### src/rtl/imem_pkg.sv
// Shared constants, loader state encoding and word-count clamp for the instruction-memory loader.
// Pure declarations: no latency, no flow control.
package imem_pkg;

  localparam int DEPTH          = 256;
  localparam int ADDR_W         = 8;
  localparam int BYTES_PER_WORD = 4;
  localparam int BIDX_W         = $clog2(BYTES_PER_WORD);

  localparam logic [ADDR_W:0] DEPTH_CNT = (ADDR_W + 1)'(DEPTH);

  typedef enum logic [1:0] {
    ST_IDLE  = 2'd0,
    ST_RECV  = 2'd1,
    ST_WRITE = 2'd2,
    ST_DONE  = 2'd3
  } state_e;

  // Requests larger than the memory are truncated so the write address never wraps.
  function automatic logic [ADDR_W:0] clamp_count(input logic [ADDR_W:0] req);
    clamp_count = (req > DEPTH_CNT) ? DEPTH_CNT : req;
  endfunction

endpackage

### src/rtl/byte_packer.sv
// Little-endian byte-to-word assembler; the byte lands in the word one cycle after its strobe.
// word_full_o flags the strobe carrying the last byte of a word; no flow control of its own.
module byte_packer
  import imem_pkg::*;
(
  input  logic        clk,
  input  logic        rst_n,
  input  logic        clr_i,
  input  logic        xfer_i,
  input  logic [7:0]  byte_i,
  output logic [31:0] word_o,
  output logic        word_full_o
);

  logic [BIDX_W-1:0] idx_q, idx_d;
  logic [31:0]       word_q, word_d;

  always_comb begin
    idx_d  = idx_q;
    word_d = word_q;
    if (clr_i) begin
      idx_d = '0;
    end else if (xfer_i) begin
      for (int k = 0; k < BYTES_PER_WORD; k++) begin
        if (idx_q == BIDX_W'(k)) begin
          word_d[8*k +: 8] = byte_i;
        end
      end
      // The index wraps naturally to 0 after the last byte of a word.
      idx_d = idx_q + 1'b1;
    end
  end

  always_ff @(posedge clk) begin
    if (!rst_n) begin
      idx_q  <= '0;
      word_q <= '0;
    end else begin
      idx_q  <= idx_d;
      word_q <= word_d;
    end
  end

  assign word_o      = word_q;
  assign word_full_o = xfer_i && (idx_q == BIDX_W'(BYTES_PER_WORD - 1));

endmodule

### src/rtl/imem_loader.sv
// Streams host bytes into instruction memory as 32-bit words, holding the core in reset meanwhile.
// 5 cycles per word minimum (4 bytes + 1 write); byte_ready is low outside RECV, stalls hold the partial word.
module imem_loader
  import imem_pkg::*;
(
  input  logic              clk,
  input  logic              rst_n,
  input  logic              start,
  input  logic [ADDR_W:0]   word_count,
  input  logic              byte_valid,
  input  logic [7:0]        byte_data,
  output logic              byte_ready,
  output logic              mem_we,
  output logic [ADDR_W-1:0] mem_waddr,
  output logic [31:0]       mem_wdata,
  output logic              busy,
  output logic              cpu_hold,
  output logic              done
);

  state_e          state_q, state_d;
  logic [ADDR_W:0] n_q, n_d;
  logic [ADDR_W:0] wcnt_q, wcnt_d;
  logic            accept;
  logic            xfer;
  logic            word_full;
  logic            last_word;

  assign accept    = (state_q == ST_IDLE) && start;
  assign xfer      = byte_valid && byte_ready;
  assign last_word = ((wcnt_q + 1'b1) == n_q);

  byte_packer u_packer (
    .clk         (clk),
    .rst_n       (rst_n),
    .clr_i       (accept),
    .xfer_i      (xfer),
    .byte_i      (byte_data),
    .word_o      (mem_wdata),
    .word_full_o (word_full)
  );

  always_ff @(posedge clk) begin
    if (!rst_n) begin
      state_q <= ST_IDLE;
    end else begin
      state_q <= state_d;
    end
  end

  always_comb begin
    state_d = state_q;
    unique case (state_q)
      ST_IDLE: begin
        if (start) begin
          state_d = (word_count == '0) ? ST_DONE : ST_RECV;
        end
      end
      ST_RECV: begin
        if (word_full) begin
          state_d = ST_WRITE;
        end
      end
      ST_WRITE: state_d = last_word ? ST_DONE : ST_RECV;
      ST_DONE:  state_d = ST_IDLE;
      default:  state_d = ST_IDLE;
    endcase
  end

  always_comb begin
    byte_ready = 1'b0;
    mem_we     = 1'b0;
    busy       = 1'b0;
    done       = 1'b0;
    unique case (state_q)
      ST_RECV: begin
        byte_ready = 1'b1;
        busy       = 1'b1;
      end
      ST_WRITE: begin
        mem_we = 1'b1;
        busy   = 1'b1;
      end
      ST_DONE: done = 1'b1;
      default: ;
    endcase
  end

  assign cpu_hold = busy;

  // The write address is the word counter itself; it only advances after the write cycle.
  always_comb begin
    n_d    = n_q;
    wcnt_d = wcnt_q;
    if (accept) begin
      n_d    = clamp_count(word_count);
      wcnt_d = '0;
    end else if (state_q == ST_WRITE) begin
      wcnt_d = wcnt_q + 1'b1;
    end
  end

  always_ff @(posedge clk) begin
    if (!rst_n) begin
      n_q    <= '0;
      wcnt_q <= '0;
    end else begin
      n_q    <= n_d;
      wcnt_q <= wcnt_d;
    end
  end

  assign mem_waddr = wcnt_q[ADDR_W-1:0];

endmodule

### config.mk
export PLATFORM = sky130hd
export DESIGN_NAME = imem_loader
export DESIGN_NICKNAME = d
export VERILOG_FILES = /design/src/rtl/imem_pkg.sv /design/src/rtl/byte_packer.sv /design/src/rtl/imem_loader.sv
export SDC_FILE = /design/constraint.sdc
export NUM_CORES = 1
export LEC_CHECK = 0
export ABC_AREA = 0
export BUFFER_PORTS_ARGS = -buffer_cell sky130_fd_sc_hd__clkbuf_2
export CAP_MARGIN = 20
export CORE_MARGIN = 2
export CORE_UTILIZATION = 57
export CTS_CLUSTER_SIZE = 30
export DETAILED_ROUTE_END_ITERATION = 7
export PLACE_DENSITY = 0.95
export SYNTH_ARGS = -nofsm -noshare
export SYNTH_HDL_FRONTEND = slang
export SYNTH_SLANG_ARGS = --single-unit
### constraint.sdc
create_clock -name clk -period 3.8 [get_ports clk]
set_input_delay 0.57 -clock clk [delete_from_list [all_inputs] [get_ports clk]]
set_output_delay 0.57 -clock clk [all_outputs]
set_load 0.005 [all_outputs]
==> Word level (Yosys, flattened, before mapping) <==
Index checks and enable logic that the tools add are counted.
{ "word_totals": {"wordCells": 45, "out_inout_bits": 45, "regBits": 54, "in_bits": 21} }
{ "classes": {"eq_ne": 9, "n_reduce_logical": 13, "add_sub_neg": 2, "bitwise_logic": 2, "muxes": 10, "order_cmp": 1} }
{ "ops": {"columns": ["cell", "count"], "rows": [
  ["$reduce_and 3->1", 4],
  ["$add 9x1->9 const B", 1],
  ["$eq 9x9->1", 1],
  ["$gt 9x9->1 const B", 1],
  ["$logic_not 9->1", 1],
  ["$mux 9", 1],
  ["$eq 2x2->1 const B", 4],
  ["$mux 2", 4],
  ["$pmux 2 s4", 1],
  ["$eq 2x1->1 const B", 2],
  ["$logic_not 2->1", 2],
  ["$mux 1", 4],
  ["$reduce_or 2->1", 2],
  ["$logic_and 1x1->1", 3],
  ["$add 2x1->2 const B", 1],
  ["$ne 2x1->1 const B", 1],
  ["$ne 2x2->1 const B", 1],
  ["$not 1->1", 2],
  ["$reduce_and 2->1", 1]
]} }

==> Depth between registers and ports, before layout <==
Gate-level depths: netlist of run 1.
{ "depth": {"word_depth": 6, "mapped_depth": 8} }

==> Cells and area by module <==
Synthesis of run 1 repeated with hierarchy kept, for this count alone.
{ "hier_totals": {"cells_unflattened": 277, "hier_area_um2": 2590.0} }
{ "by_module_without_submodules": {"columns": ["module", "cells_each", "instances", "area_each_um2", "seq_area_each_um2"], "rows": [
  ["byte_packer", 131, 1, 1351.3, 680.7],
  ["imem_loader", 146, 1, 1238.7, 400.4]
]} }

==> Least setup slack after synthesis of run 1 <==
OpenSTA, ideal clock, no wires.
{ "synth_path": {"kind": "register to register", "from": "reg state_q[0]", "to": "reg state_q[1]", "synth_period_minus_slack_ns": 1.669, "required_ns": 3.716, "t_arrival_ns": 1.585, "n_path_buf": 0, "path_stages_with_launch": 8, "slack_ns": 2.131, "path_cell_list": "dfxtp_1 inv_1 ha_1 nor2b_1 a21oi_1 nor4b_1 nand3_1 o31ai_2"} }
{ "synth_via": {"elab_chain_cells": 6} }
{ "synth_rtl": {"columns": ["item", "line_no", "text"], "rows": [
  ["start: declaration", "imem_loader.sv:21", "state_e state_q, state_d;"],
  ["start signal: assignment", "imem_loader.sv:47", "state_q <= state_d;"],
  ["$eq 2x1->1", "imem_loader.sv:53, imem_loader.sv:75", null],
  ["$mux 1", "imem_loader.sv:75", "unique case (state_q)"],
  ["$logic_and 1x1->1", "imem_loader.sv:30", "assign xfer = byte_valid && byte_ready;"],
  ["$logic_and 1x1->1", "byte_packer.sv:45", "assign word_full_o = xfer_i && (idx_q == BIDX_W'(BYTES_PER_WORD - 1));"],
  ["$ne 2x1->1 (no source line)", null, null],
  ["$reduce_and 2->1 (no source line)", null, null]
]} }
Several ways; a longest one is shown, not always the timed one.
A chain may end at the register's enable or synchronous reset.

==> Final worst setup path of run 1 <==
{ "layout_path": {"from": "reg state_q[1]", "to": "reg u_packer.word_q[18], in the netlist u_packer.word_o[18]"} }
{ "layout_via": {"elab_chain_cells": 4} }
{ "layout_rtl": {"columns": ["item", "line_no", "text"], "rows": [
  ["$eq 2x1->1 / $logic_not 2->1 (equally long branches)", "imem_loader.sv:75, imem_loader.sv:29", null],
  ["$mux 1 / $logic_and 1x1->1 (equally long branches)", "imem_loader.sv:75, imem_loader.sv:29", null],
  ["$logic_and 1x1->1 / $not 1->1 (equally long branches)", null, null],
  ["$reduce_and 3->1 (no source line) *", null, null],
  ["end signal: assignment", "byte_packer.sv:40", "word_q <= word_d;"],
  ["end: declaration", "byte_packer.sv:16", "logic [31:0] word_q, word_d;"]
]} }
Mark *: on every way between the ends. The rest lies on a longest branch, timed or not.

==> results of run 1 <==
[placed cells by master, fill, tap and decap left out, types with 2 or more instances in the layout]
cell,count
clkbuf_8,6
clkbuf_2,65
xnor2_1,9
nor4b_1,2
nor2b_1,3
nand2_1,52
xor2_2,2
a22o_1,6
nor4_1,3
nor3b_1,3
o21ai_0,6
ha_1,10
a21oi_1,9
or3_1,3
nand3_1,41
a21boi_0,14
xor2_1,7
nor3_1,2
inv_1,6
dfxtp_1,54
nor2_1,12
a21boi_1,19
[flip-flops by register name, summed over array words and instances, names as in the netlist]
register and count:
u_packer.idx_q 2, u_packer.word_o 32, wcnt_q 9, state_q 2, n_q 9
[logic make-up (layout without fill, tap and decap cells)]
| kind of cell | count (synthesis) | in the layout | share of synthesized area |
|---|---|---|---|
| compound gates | 61 | 61 | 0.1680 |
| mux | 1 | 1 | 0.003852 |
| simple gates | 129 | 129 | 0.2379 |
| flops | 54 | 54 | 0.4160 |
| fa+ha+maj | 10 | 10 | 0.04815 |
| xor+xnor | 18 | 18 | 0.06644 |
| buf+inv | 30 | 80 | 0.05970 |
[per-stage QoR]
stage | std cells | total power, uW | utilization | area, sq um | worst slack [ns]
floorplan | 303 | 922.7 | - | 2599 | 2.131
global placement | 397 | 1010 | 0.6533 | 2864 | 1.630
detailed placement | 397 | 1026 | 0.6533 | 2864 | 1.487
CTS | 405 | 1352 | 0.6749 | 2959 | 1.503
global route | 405 | 1415 | 0.6749 | 2959 | 1.237
finish | 405 | 1348 | 0.6749 | 2959 | 1.514
[cell type report]
type                    count  area share
multi-input cells         219      0.4605
repair buffers             66      0.1125
clock buffers               6     0.02791
inverters                   6    0.007611
well taps                  52     0.02199
clock inverters             2    0.004228
flip-flops and latches     54      0.3653
[path summary, 6_finish.rpt]
kind / end / cells past startpoint / slack, ns / start
setup / recovery: u_packer.word_o[18] / 7 / 1.51 / state_q[1]
hold / removal: u_packer.word_o[29] / 2 / 0.46 / u_packer.word_o[29]
setup reg to reg: u_packer.word_o[18] / 7 / 1.51 / state_q[1]
hold reg to reg: u_packer.word_o[29] / 2 / 0.46 / u_packer.word_o[29]
[power by group through the flow]
stage / Clock (uW) / Sequential (uW) / Combinational (uW)
finish: 330 / 643 / 375
global route: 354 / 648 / 413
CTS: 336 / 642 / 374
detailed placement: 0 / 655 / 371
global placement: 0 / 653 / 357
floorplan: 0 / 647 / 276
[per-layer routing]
metal	up-vias	track usage	share of wire
li1	1132	-	-
met1	1068	0.2816	0.42
met3	20	0.05063	0.070
met4	0	0.1048	0.029
met2	104	0.3899	0.48
met5	-	0	0
[critical path: stages, from the launching register on]
cell and delay [ns]:
dfxtp_1 0.35, inv_1 0.11, ha_1 0.26, nand2_1 0.15, a21oi_2 0.69, nand2_1 0.37
nand2_1 0.16, a21boi_0 0.09
==> flow_metrics.py, run 1 <==
metrics = {
    "logic_synthesis": {
        "yosysWarningCount": 0,
        "synth_area_leader_cell": "dfxtp_1",
        "synth_nets": 334,
        "synthDistinctLibCells": 39,
        "synthFlopType": "dfxtp_1",
        "netlist_area_sq_um": 2599,
        "netlist_top_cells_count": "54 x dfxtp_1, 52 x nand2_1, 41 x nand3_1",
        "ys_top_cells_by_area": "dfxtp_1 42%, nand3_1 7.9%, nand2_1 7.5%, a21boi_1 5.5%, ha_1 4.8%",
        "synth_edf_count": 0,
        "synth_top_area_share": 0.4160,
        "yosysSeqAreaShare": 0.4160,
        "synthMostInstantiatedCell": "dfxtp_1",
        "synth_cells": 303,
        "synth_seq_cells": 54,
        "async_flop_share": 0,
        "avgSynthCellArea_sq_um": 8.577,
    },
    "die": {
        "dieArea_sq_um": 5115,
        "ios": 66,
        "die_w_um": 71.52,
        "core_sq_um": 4384,
        "row_count": 24,
        "die_h_um": 71.52,
        "initial_core_util": 0.5928,
    },
    "grt": {
        "grt.total_usage": 0.2310,
        "grt_pass1_vias": 2103,
        "antenna_found_initial": 0,
        "grt_overflow_total": 0,
        "grt_pass1_wl_mm": 9.377,
        "grt_max_degree": 42,
    },
    "min_path": {
        "hold_class": "flip-flop to flip-flop",
    },
    "power": {
        "p_int_uw": 902.4,
        "seq_power_share": 0.477,
        "switching_share": 0.3306,
        "clockPowerShare": 0.245,
        "cellPowerDensity_nw_per_um2": 455.6,
        "ir_drop_v": 0.0002934,
        "power.share.combinational": 0.278,
        "p_leak_uw": 0.001168,
        "switching_power_uw": 445.8,
    },
    "clocking": {
        "root_buffer": "clkbuf_8",
        "path_clk_slew_ns": 0.09,
        "clock_latency_ns": 0.31,
        "clkSinkCount": 54,
        "cts_tree": "done",
        "ctsHoldBuffers": 0,
        "h-tree-depth": 2,
        "cts-resized-gates": 0,
        "clk_path_buf_depth": 2,
        "numCtsBuffers": 5,
        "post_cts_buffers": 0,
    },
    "timing": {
        "tightest_slew_ns": 0.9024,
        "slew-limit-headroom": 0.3984,
        "setup_viol": 0,
        "clock.fmax_mhz": 437.4,
        "finalCritPeriodShare": 0.6016,
        "final_hold_viol_count": 0,
        "final_max_slew_viol_count": 0,
        "fin_tns_setup_ns": 0,
        "fin_skew_ns": 0.006842,
        "worst_hold_slack_ns": 0.4576,
        "rsz0062_at_grt": "false",
        "period_minus_slack_ns": 2.286,
    },
    "routing": {
        "wl_mm": 5.886,
        "wire_per_inst_um": 14.53,
        "dr_total_vias": 2324,
        "vias_per_cell": 5.738,
        "drt_iter0_drc": 197,
        "dr.pass1.iters": 5,
        "antenna_left": 0,
        "route.detailed.drc": 0,
    },
    "critical_path": {
        "cp_max_fo": 24,
        "arrival_ns": 2.48,
        "start_kind": "flip-flop",
        "critical_path_class": "flip-flop to flip-flop",
        "cp.required_ns": 3.99,
        "cp-end-kind": "flip-flop",
    },
    "cells_and_area": {
        "area_delta_synth_final_pct": 13.87,
        "multiInputGateArea_sq_um": 1363,
        "n_fill_cell": 365,
        "antenna_cells": 0,
        "regArea_sq_um": 1081,
        "layout-drive-gt1-share": 0.2266,
        "final_nets": 383,
    },
    "placed_design": {
        "routabilityCongestion": 0.8879,
        "port_buffers": 65,
        "hpwl_mm": 4.292,
    },
    "outcome": {
        "status": "finished, final reports clean",
    },
    "run": {
        "maxCapViolCount": 0,
    },
}
No activity file was read; power rests on OpenSTA's default activity.
==> run 2: changes to the inputs <==
--- a/config.mk
+++ b/config.mk
@@ -9,10 +9,10 @@
 export BUFFER_PORTS_ARGS = -buffer_cell sky130_fd_sc_hd__clkbuf_2
 export CAP_MARGIN = 20
 export CORE_MARGIN = 2
-export CORE_UTILIZATION = 57
+export CORE_UTILIZATION = 53
 export CTS_CLUSTER_SIZE = 30
 export DETAILED_ROUTE_END_ITERATION = 7
-export PLACE_DENSITY = 0.95
+export PLACE_DENSITY = 0.91
 export SYNTH_ARGS = -nofsm -noshare
 export SYNTH_HDL_FRONTEND = slang
 export SYNTH_SLANG_ARGS = --single-unit
==> constraint.sdc (replaced) <==
create_clock -name clk -period 2.29 [get_ports clk]
set_input_delay 0.3435 -clock clk [delete_from_list [all_inputs] [get_ports clk]]
set_output_delay 0.3435 -clock clk [all_outputs]
set_load 0.005 [all_outputs]
==> run 2 against run 1 <==
Worst setup slack lost 1.2 ns. Hold slack lost 0.20 ns. Via count shrank 1.5%. Non-clock buffer count grew 1. Total power grew 73%. Register-to-register slack lost 1.2 ns. Critical endpoint is now state_q[1]. Largest power group unchanged. Clock skew grew 0.0034 ns. Highest routed layer unchanged. Routed wire length shrank 1.6%.
==> flow_metrics.py, run 2 (same netlist as run 1, synthesis figures left out) <==
metrics = {
    "outcome": {
        "status": "finished, final reports clean",
    },
    "clocking": {
        "ctsHoldBuffers": 0,
        "root_buffer": "clkbuf_8",
        "path_clk_slew_ns": 0.09,
        "clkSinkCount": 54,
        "cts-resized-gates": 0,
        "numCtsBuffers": 5,
        "post_cts_buffers": 0,
        "cts_tree": "done",
        "h-tree-depth": 2,
        "clock_latency_ns": 0.31,
        "clk_path_buf_depth": 2,
    },
    "placed_design": {
        "place_ws_ns": 0.4004,
        "port_buffers": 65,
        "hpwl_mm": 4.330,
        "routabilityCongestion": 0.9328,
    },
    "power": {
        "p_int_uw": 1581,
        "power.share.combinational": 0.266,
        "ir_drop_v": 0.0003838,
        "switching_share": 0.3205,
        "p_leak_uw": 0.001177,
        "seq_power_share": 0.458,
        "cellPowerDensity_nw_per_um2": 775.6,
        "clockPowerShare": 0.275,
        "switching_power_uw": 746.0,
    },
    "grt": {
        "top_usage_layer": "met2",
        "grt_overflow_total": 0,
        "grt.total_usage": 0.2160,
        "use_met2": 0.3542,
        "grt_pass1_vias": 2023,
        "met3_usage": 0.04607,
        "grt_max_degree": 37,
        "grt_util_met1": 0.2719,
        "antenna_found_initial": 0,
        "grt_pass1_wl_mm": 9.204,
    },
    "routing": {
        "route.detailed.drc": 0,
        "wl_mm": 5.793,
        "dr.pass1.iters": 4,
        "dr_total_vias": 2289,
        "drt_iter0_drc": 181,
        "wire_per_inst_um": 13.76,
        "antenna_left": 0,
        "vias_per_cell": 5.437,
    },
    "timing": {
        "worst_slack_ns": 0.3624,
        "final_hold_viol_count": 0,
        "worst_hold_slack_ns": 0.2567,
        "slew-limit-headroom": 0.6790,
        "final_max_slew_viol_count": 0,
        "setup_viol": 0,
        "fin_skew_ns": 0.01023,
        "period_minus_slack_ns": 1.928,
        "clock.fmax_mhz": 518.8,
        "fin_tns_setup_ns": 0,
        "finalCritPeriodShare": 0.8417,
        "rsz0062_at_grt": "false",
        "tightest_slew_ns": 0.4814,
    },
    "die": {
        "dieArea_sq_um": 5480,
        "die_w_um": 74.03,
        "initial_core_util": 0.5502,
        "row_count": 25,
        "die_h_um": 74.03,
        "ios": 66,
        "core_sq_um": 4723,
    },
    "run": {
        "maxCapViolCount": 0,
    },
    "critical_path": {
        "cp-end-kind": "flip-flop",
        "cp.required_ns": 2.52,
        "start_kind": "flip-flop",
        "critical_path_class": "flip-flop to flip-flop",
        "cp_max_fo": 5,
        "r2r_setup_slack_ns": 0.36,
        "arrival_ns": 2.16,
    },
    "cells_and_area": {
        "antenna_cells": 0,
        "area_delta_synth_final_pct": 15.46,
        "layout-drive-gt1-share": 0.2260,
        "final_nets": 384,
        "largest_register_ffs": 32,
        "most-common-layout-cells": "65 x clkbuf_2, 54 x dfxtp_1, 52 x nand2_1",
        "mostFrequentLayoutCell": "clkbuf_2",
    },
    "min_path": {
        "hold_class": "primary input to flip-flop",
    },
}
-- run 2: cell count changes in the layout (fill, tap and decap cells not counted), sizes merged --
cell,change
buf,+1
bufinv,+1
clkinv,-1
-- run 2: per-stage QoR --
stage | total power, uW | instance area [sq um] | utilization | std cells
4_1_cts | 2338 | 3000 | 0.6352 | 421
6_report | 2327 | 3000 | 0.6352 | 421
2_1_floorplan | 1531 | 2599 | - | 303
3_3_place_gp | 1682 | 2890 | 0.6119 | 413
5_1_grt | 2445 | 3000 | 0.6352 | 421
3_5_place_dp | 1703 | 2890 | 0.6119 | 413
-- run 2: layout make-up --
class                   instances  area (sq um)
fillers                       411          1723
clock inverters                 2         37.54
inverters                       6         22.52
multi-input cells             219          1363
clock buffers                   6         72.57
flip-flops and latches         54          1081
repair buffers                 67         340.3
well taps                      67         83.83
-- run 2: metal layers --
metal,vias up,part of all wire
met5,-,0
met4,0,0.018
met3,10,0.068
met2,73,0.48
met1,1072,0.43
li1,1134,-
-- run 2: critical path, stage by stage (launching register included) --
cell     delay [ns]
dfxtp_1        0.41
inv_1          0.10
ha_1           0.25
nor2b_1        0.15
a21oi_1        0.29
nor4b_1        0.31
nand3_1        0.13
o31ai_2        0.21
-- run 2: path summary, 6_finish.rpt --
kind                  startpoint  cells after the start             endpoint
min                word_count[6]                      2               n_q[6]
max                   state_q[1]                      7           state_q[1]
min reg2reg  u_packer.word_o[14]                      2  u_packer.word_o[14]
max reg2reg           state_q[1]                      7           state_q[1]
-- run 2: power groups by stage --
| stage | sequential (uW) | clock (uW) | combinational, uW |
|---|---|---|---|
| 2_1_floorplan | 1070 | 0 | 458 |
| 3_3_place_gp | 1080 | 0 | 600 |
| 3_5_place_dp | 1090 | 0 | 618 |
| 4_1_cts | 1060 | 651 | 622 |
| 5_1_grt | 1070 | 687 | 685 |
| 6_report | 1070 | 641 | 620 |
==> run 3: changes to the inputs <==
--- a/config.mk
+++ b/config.mk
@@ -9,10 +9,10 @@
 export BUFFER_PORTS_ARGS = -buffer_cell sky130_fd_sc_hd__clkbuf_2
 export CAP_MARGIN = 20
 export CORE_MARGIN = 2
-export CORE_UTILIZATION = 53
+export CORE_UTILIZATION = 48
 export CTS_CLUSTER_SIZE = 30
 export DETAILED_ROUTE_END_ITERATION = 7
-export PLACE_DENSITY = 0.91
+export PLACE_DENSITY = 0.87
 export SYNTH_ARGS = -nofsm -noshare
 export SYNTH_HDL_FRONTEND = slang
 export SYNTH_SLANG_ARGS = --single-unit
==> constraint.sdc (replaced) <==
create_clock -name clk -period 1.7 [get_ports clk]
set_input_delay 0.255 -clock clk [delete_from_list [all_inputs] [get_ports clk]]
set_output_delay 0.255 -clock clk [all_outputs]
set_load 0.005 [all_outputs]
==> run 3 against run 2 <==
Non-clock buffer count increased by 15. Register-to-register slack got worse by 0.29 ns. Sequential power grew 34%. Combinational power grew 73%. Highest routed layer unchanged. Hold slack got worse by 0.089 ns. Sequential cell count stayed put. Clock skew is 0.0011 ns lower.
==> flow_metrics.py, run 3 (same netlist as run 1, synthesis figures left out) <==
metrics = {
    "outcome": {
        "status": "finished, final reports clean",
    },
    "critical_path": {
        "worstPathCellList": "inv_1 > ha_2 > nor2b_1 > a21oi_2 > buf_4 > o21ai_0 > o221ai_1 > o31ai_2",
        "cp_max_fo": 4,
        "start_kind": "flip-flop",
        "rr_endpoint": "state_q[1]",
        "r2r_setup_slack_ns": 0.08,
        "arrival_ns": 1.81,
        "reg2regPathDepth": 8,
        "critical_path.max_stage_delay_ns": 0.37,
        "critical_path_class": "flip-flop to flip-flop",
        "rr_startpoint": "state_q[0]",
        "crit_path_start": "state_q[0]",
        "cp-end-kind": "flip-flop",
        "cp.required_ns": 1.88,
        "crit_slowest_cell": "dfxtp_2",
        "worstSetupEndpoint": "state_q[1]",
    },
    "timing": {
        "clock.fmax_mhz": 616.1,
        "setup_viol": 0,
        "final_max_slew_viol_count": 0,
        "fin_tns_setup_ns": 0,
        "final_hold_viol_count": 0,
        "slew-limit-headroom": 0.7012,
        "finalCritPeriodShare": 0.9548,
        "fin_skew_ns": 0.009129,
        "worst_slack_ns": 0.07679,
        "period_minus_slack_ns": 1.623,
        "tightest_slew_ns": 0.4482,
    },
    "die": {
        "ios": 66,
        "core_sq_um": 5172,
        "row_count": 26,
        "die_w_um": 77.58,
        "dieArea_sq_um": 6019,
        "initial_core_util": 0.5024,
        "die_h_um": 77.58,
    },
    "routing": {
        "drt_iter0_drc": 124,
        "wl_mm": 6.026,
        "dr_total_vias": 2346,
        "route.detailed.drc": 0,
        "vias_per_cell": 5.356,
        "dr.pass1.iters": 4,
        "antenna_left": 0,
        "wire_per_inst_um": 13.76,
    },
    "clocking": {
        "numCtsBuffers": 5,
        "path_clk_slew_ns": 0.09,
        "cts_tree": "done",
        "clk_path_buf_depth": 2,
        "clock_latency_ns": 0.31,
        "root_buffer": "clkbuf_8",
        "clkSinkCount": 54,
        "ctsHoldBuffers": 0,
        "h-tree-depth": 2,
    },
    "grt": {
        "grt.total_usage": 0.2019,
        "antenna_found_initial": 0,
        "grt_overflow_total": 0,
        "grt_max_degree": 37,
        "grt_pass1_vias": 2153,
        "grt_pass1_wl_mm": 9.735,
    },
    "power": {
        "cellPowerDensity_nw_per_um2": 1002,
        "ir_drop_v": 0.0007310,
        "p_leak_uw": 0.001258,
    },
    "cells_and_area": {
        "antenna_cells": 0,
        "layout-drive-gt1-share": 0.2962,
        "mostFrequentLayoutCell": "clkbuf_2",
        "most-common-layout-cells": "65 x clkbuf_2, 51 x dfxtp_1, 48 x nand2_1",
        "area_delta_synth_final_pct": 22.82,
        "largest_register_ffs": 32,
        "final_nets": 399,
    },
    "placed_design": {
        "routabilityCongestion": 0.8652,
        "place_ws_ns": -0.1084,
        "hpwl_mm": 4.437,
        "port_buffers": 65,
    },
    "min_path": {
        "hold_class": "primary input to flip-flop",
        "hold_start": "word_count[7]",
    },
    "run": {
        "maxCapViolCount": 0,
    },
}
run 3: critical path: cells and delay by family, from the launching register on:
kind	cells	cell delay, ns
buf+inv	2	0.22
simple gates	1	0.14
compound gates	4	0.55
flops	1	0.37
fa+ha+maj	1	0.22
run 3: through the flow:
| stage | total power, uW | util | cells | hold WS, ns | instance area (sq um) |
|---|---|---|---|---|---|
| 6_report | 3197 | 0.6171 | 438 | 0.1678 | 3192 |
| 5_1_grt | 3374 | 0.6171 | 438 | 0.1581 | 3192 |
| 4_1_cts | 3099 | 0.5960 | 434 | 0.1647 | 3083 |
| 3_5_place_dp | 2403 | 0.5779 | 427 | 0.4482 | 2989 |
| 3_3_place_gp | 2378 | 0.5779 | 427 | 0.4426 | 2989 |
| 2_1_floorplan | 2062 | - | 303 | 0.3806 | 2599 |
run 3: layout make-up:
cell class	instances	area, sq um
Fill cell	440	1981
Inverter	6	22.52
Sequential cell	54	1085
Timing Repair Buffer	82	483.0
Multi-Input combinational cell	219	1430
Clock inverter	2	15.01
Clock buffer	5	68.82
Tap cell	70	87.58
run 3: power by group:
part / internal, uW / total [uW] / switching [uW] / leakage, uW
logic: 501 / 1070 / 572 / 0.000784
clock network: 282 / 697 / 415 / 0.0000362
registers: 1360 / 1430 / 71.6 / 0.000438
total: 2140 / 3200 / 1060 / 0.00126
run 3: routing by layer:
layer	GRT usage	part of all wire
met3	0.03953	0.057
met4	0.07321	0.015
met2	0.3431	0.50
met5	0	0
met1	0.2531	0.43
run 3: worst min-delay path by stage:
stage,to,depth (start not counted)
5_1_grt,n_q[7],2
2_1_floorplan,n_q[0],1
3_5_place_dp,u_packer.word_o[27],2
6_report,n_q[7],2
3_3_place_gp,u_packer.word_o[2],2
4_1_cts,n_q[7],2
run 3: timing repair:
item,4_1_cts,5_1_grt
pin swaps,0,2
gates resized for setup,3,14
hold endpoints to repair,0,0
setup endpoints to repair,2,34
buffers inserted,0,3
cloned,0,1
